File: config.mk
export PLATFORM = sky130hd
export DESIGN_NAME = scanchain_target
export DESIGN_NICKNAME = d
export VERILOG_FILES = /design/src/rtl/scanchain_target.sv
export SDC_FILE = /design/constraint.sdc
export NUM_CORES = 1
export LEC_CHECK = 0
export ABC_AREA = 1
export CORE_MARGIN = 3
export CORE_UTILIZATION = 50
export CTS_CLUSTER_DIAMETER = 50
export DETAILED_ROUTE_END_ITERATION = 6
export GPL_TIMING_DRIVEN = 0
export PLACE_DENSITY_LB_ADDON = 0.1
export SYNTH_ARGS = -nofsm -noshare
export SYNTH_HDL_FRONTEND = slang
export SYNTH_SLANG_ARGS = --single-unit
File: constraint.sdc
create_clock -name clk -period 15.6 [get_ports clk]
set_clock_uncertainty 0.1 [all_clocks]
set_input_delay 3.12 -clock clk [delete_from_list [all_inputs] [get_ports clk]]
set_output_delay 3.12 -clock clk [all_outputs]
set_load 0.01 [all_outputs]
File: src/rtl/scanchain_target.sv
// Scan-chain frame receiver: synchronizes an external scan port into clk, shifts
// ADDR_BITS+PAYLOAD_BITS frames and commits them to a valid/ready output. Optional debug outputs: SCANCHAIN_TARGET_DEBUG_EN.
module scanchain_target #(
  parameter int unsigned ADDR_BITS    = 12,
  parameter int unsigned PAYLOAD_BITS = 160,
  parameter int unsigned SYNC_STAGES  = 2
) (
  input  logic                    clk,
  input  logic                    reset,
  input  logic                    scan_clk,
  input  logic                    scan_en,
  input  logic                    scan_in,
  input  logic                    scan_reset,
  output logic                    out_valid,
  input  logic                    out_ready,
  output logic [ADDR_BITS-1:0]    out_addr,
  output logic [PAYLOAD_BITS-1:0] out_payload,
  output logic                    frame_error,
  output logic                    overrun
`ifdef SCANCHAIN_TARGET_DEBUG_EN
  ,
  output logic [7:0]              debug_bit_count,
  output logic [7:0]              debug_frame_count
`endif
);

  localparam int unsigned FRAME = ADDR_BITS + PAYLOAD_BITS;
  localparam int unsigned CNT_W = $clog2(FRAME + 2);

  typedef enum logic {IDLE, SHIFT} state_t;

  state_t             state_q, state_d;
  logic [FRAME-1:0]   sr_q, sr_d;
  logic [CNT_W-1:0]   cnt_q, cnt_d;
  logic               commit, err_d, ovr_d, valid_d;
  logic               sclk_d;
  logic [3:0]         sync_q [SYNC_STAGES];
  logic               s_clk, s_en, s_in, s_rst, s_rise;

  // Bit order per stage: {scan_reset, scan_en, scan_in, scan_clk}
  always_ff @(posedge clk or posedge reset) begin
    if (reset) begin
      for (int unsigned i = 0; i < SYNC_STAGES; i++) sync_q[i] <= '0;
      sclk_d <= 1'b0;
    end else begin
      sync_q[0] <= {scan_reset, scan_en, scan_in, scan_clk};
      for (int unsigned i = 1; i < SYNC_STAGES; i++) sync_q[i] <= sync_q[i-1];
      sclk_d <= s_clk;
    end
  end

  assign s_clk  = sync_q[SYNC_STAGES-1][0];
  assign s_in   = sync_q[SYNC_STAGES-1][1];
  assign s_en   = sync_q[SYNC_STAGES-1][2];
  assign s_rst  = sync_q[SYNC_STAGES-1][3];
  assign s_rise = s_clk & ~sclk_d;

  always_ff @(posedge clk or posedge reset) begin
    if (reset) begin
      state_q <= IDLE;
      sr_q    <= '0;
      cnt_q   <= '0;
    end else begin
      state_q <= state_d;
      sr_q    <= sr_d;
      cnt_q   <= cnt_d;
    end
  end

  // Frame end is evaluated before shifting, so a rise coincident with scan_en falling is dropped
  always_comb begin
    state_d = state_q;
    sr_d    = sr_q;
    cnt_d   = cnt_q;
    commit  = 1'b0;
    err_d   = 1'b0;
    ovr_d   = 1'b0;
    if (s_rst) begin
      state_d = IDLE;
      sr_d    = '0;
      cnt_d   = '0;
    end else begin
      case (state_q)
        IDLE: begin
          if (s_en) begin
            state_d = SHIFT;
            cnt_d   = '0;
          end
        end
        SHIFT: begin
          if (!s_en) begin
            state_d = IDLE;
            if (cnt_q == CNT_W'(FRAME)) begin
              if (out_valid) ovr_d  = 1'b1;
              else           commit = 1'b1;
            end else begin
              err_d = 1'b1;
            end
          end else if (s_rise) begin
            sr_d = {sr_q[FRAME-2:0], s_in};
            if (cnt_q != CNT_W'(FRAME + 1)) cnt_d = cnt_q + CNT_W'(1);
          end
        end
        default: state_d = IDLE;
      endcase
    end
  end

  always_comb begin
    valid_d = out_valid;
    if (commit)                      valid_d = 1'b1;
    else if (out_valid && out_ready) valid_d = 1'b0;
  end

  // Held frame only changes on commit, which requires out_valid low
  always_ff @(posedge clk or posedge reset) begin
    if (reset) begin
      out_valid   <= 1'b0;
      out_addr    <= '0;
      out_payload <= '0;
      frame_error <= 1'b0;
      overrun     <= 1'b0;
    end else begin
      out_valid   <= valid_d;
      frame_error <= err_d;
      overrun     <= ovr_d;
      if (commit) begin
        out_addr    <= sr_q[FRAME-1 -: ADDR_BITS];
        out_payload <= sr_q[PAYLOAD_BITS-1:0];
      end
    end
  end

`ifdef SCANCHAIN_TARGET_DEBUG_EN
  logic [7:0] frame_cnt_q;

  always_ff @(posedge clk or posedge reset) begin
    if (reset)       frame_cnt_q <= '0;
    else if (commit) frame_cnt_q <= frame_cnt_q + 8'd1;
  end

  assign debug_bit_count   = 8'(cnt_q);
  assign debug_frame_count = frame_cnt_q;
`endif

endmodule

==> results.md <==
* Unrepaired setup endpoints after global routing: false
* Drt wl/cell at 15.5 um
* Status: finished, final reports clean
* Power Dens Cells at 111 nW/um^2
* LEAKAGE at 7.55 nW
* GPL Wtd Cong at 0.767
* Ant diodes at 0
* Htree depth at 2
* Worst Path Class, Setup: flop to output pin
* Final wirelength at 31.5 mm
* Core Footprint at 27,300 sq um
* Tot GR Track Use at 21.1%
* YS warnings at 0
* Drt pass-1 iters at 5
* Post-synth cell types at 24
* Cell area after synthesis at 14,000 sq um
* DRT antenna net count at 0
* Mapped Cells at 1,411
* Critical path endpoint category: output pin
* Max_slew headroom at 45.0%
* Worst Tran Pin Value at 825 ps
* Die area at 30,100 sq um
* Deepest clock path buffer count at 3
* Final worst-path cycle share at 30.1%
* CP bufs+invs at 1
* Worst-skew pair later-pin latency at 510 ps
* Slowest cell on crit path: clkdlybuf4s50_1
* Sequential element share of the synthesized area at 65.1%
* DP HPWL at 21.1 mm
* Count leader, synth: dfrtp_1
* Clock transition at path regs at 60 ps
* Pin count of the biggest net entering global routing at 128
* Die height at 174 um
* First-pass GRT wire length at 52.7 mm
* Root Buffer: clkbuf_16
* CP Cell Sequence: clkdlybuf4s50_1
* Top_reg_cell synth: dfrtp_1
* Crit path launch type: flop
* Top-Level Pins at 182
* Inserted Clock Buffers at 39
* Resize count post-CTS at 0
* Syn nets at 1,421
* Worst Path Required at 12,380 ps
* Yosys top cell by area: dfrtp_1
* EDFF count, synth at 0
* Hold Path Class: flop to flop
* Remaining DRCs at 0
* Fin crit period at 4700 ps
* Setup bufs post-CTS at 0
* Post-layout utilization of the core at 65.2%
* Hold Buf Count CTS at 0
* P&R area growth vs syn at 26.6%
* Die X at 174 um
* Vias post-DR at 10.3k
* FP Rows at 60
* Initial antenna violation count at 0
* Input/output buffers at 181
* Vias in the first global route at 10.3k
* CP max FO at 2
* Fin nets at 1,646
* Initial Util at 51.5%
* Setup Viol. Count Final at 0
* Synth async-reset ratio at 100%
* Synth Area per Inst at 9.95 sq um
* Setup tns final at 0 ps
* FMAX at 213 MHz
* Worst endpoint data arrival time at 1480 ps
* VDD IR max at 0.0715 mV
* Count of clock tree sinks at 365
* Synth area leaders: dfrtp_1 (65%), nand3_1 (6.6%), o21ai_1 (6.3%)
* Proportion of layout cells with a drive suffix above 1 at 8.23%
* Post-synthesis register bit count at 365
* GR Overflow Total at 0
* Drt initial violations at 792
* Post-synth top cells: dfrtp_1 (365), nand2_1 (193), inv_1 (188)
* DR vias/cell at 5.08
* CTS tree: done
* Area share of the largest cell type after synthesis at 65.1%
* CP delay by family, top: buffers and inverters
* Maxcap violations at 0
* Critical path's largest stage delay at 610 ps
* Max-slew violation count at 0
* Final hold violation count at 0
[worst reg2reg max path, cell delays in order (launching register included)]
cell,delay [ps]
dfrtp_1,360
buf_2,170
inv_1,100
clkbuf_1,630
clkbuf_1,430
nand3_1,170
o21ai_0,100
[registers in the layout, summed over array words and instances, names as in the netlist]
name	count
sr_q	172
out_payload	160
out_addr	12
cnt_q	8
sync_q	4
frame_error	1
out_valid	1
overrun	1
s_clk	1
s_en	1
s_in	1
s_rst	1
sclk_d	1
state_q	1
[power breakdown]
group	switching [W]	internal [W]	total, W
registers	0.000000824	0.000948	0.000949
clock network	0.000367	0.000606	0.000973
logic	0.0000392	0.00000902	0.0000482
[cell families after synthesis]
kind of cell / Yosys count / synth area share, %
AND/OR/NAND/NOR: 404 / 12.8
flip-flops: 365 / 65.1
AO/OA/AOI/OAI: 353 / 12.6
buffers and inverters: 286 / 9.22
adder cells (fa/ha/maj): 3 / 0.268
[final timing paths]
kind,start,end,slack [ps],depth (start not counted)
setup / recovery,out_addr[2]$_DFFE_PP0P_,out_addr[2],10900,1
hold / removal,sync_q[6]$_DFF_PP0_,s_en$_DFF_PP0_,250,0
setup reg to reg,s_rst$_DFF_PP0_,sr_q[9]$_DFFE_PP0P_,13460,6
hold reg to reg,sync_q[6]$_DFF_PP0_,s_en$_DFF_PP0_,250,0
max in group asynchronous,reset,out_payload[71]$_DFFE_PP0P_,11170,4
min in group asynchronous,reset,out_payload[47]$_DFFE_PP0P_,2850,2
[cell type report]
class | count | area [sq um]
fillers | 2198 | 9480
flip-flops and latches | 365 | 9130
multi-input cells | 760 | 3610
repair buffers | 184 | 1890
clock buffers | 55 | 1130
inverters | 190 | 721
plain buffers | 96 | 581
well taps | 372 | 465
clock inverters | 14 | 238
[through the flow]
stage | cell area (sq um) | cells | hold slack (ps) | total power, W | setup slack, ps
after floorplan | 14000 | 1411 | 231 | 0.000999 | 2250
after global placement | 16300 | 1964 | 232 | 0.00101 | -1970
after detailed placement | 16400 | 1967 | 236 | 0.00102 | 10560
after CTS | 17800 | 2036 | 250 | 0.00199 | 10880
after global routing | 17800 | 2036 | 259 | 0.00204 | 10830
final | 17800 | 2036 | 247 | 0.00197 | 10900
[per-layer routing]
metal	global-route usage [%]	routed length (um)
met1	30.4	14600
met5	0	0
met4	4.32	518
met2	33.1	14500
met3	5.08	1920
[cell usage in the layout, fill, tap and decap left out, types with 5 or more instances in the layout]
cell type and n:
nand3_1 184, clkbuf_16 41, bufinv_16 6, clkbuf_8 5, nand2_1 193, inv_1 187, clkbuf_1 42, o21ai_1 176
o21ai_0 174, dfrtp_1 365, clkdlybuf4s50_1 181, buf_2 38, nor2_1 12, buf_6 22
(Power assumes the default switching activity.)
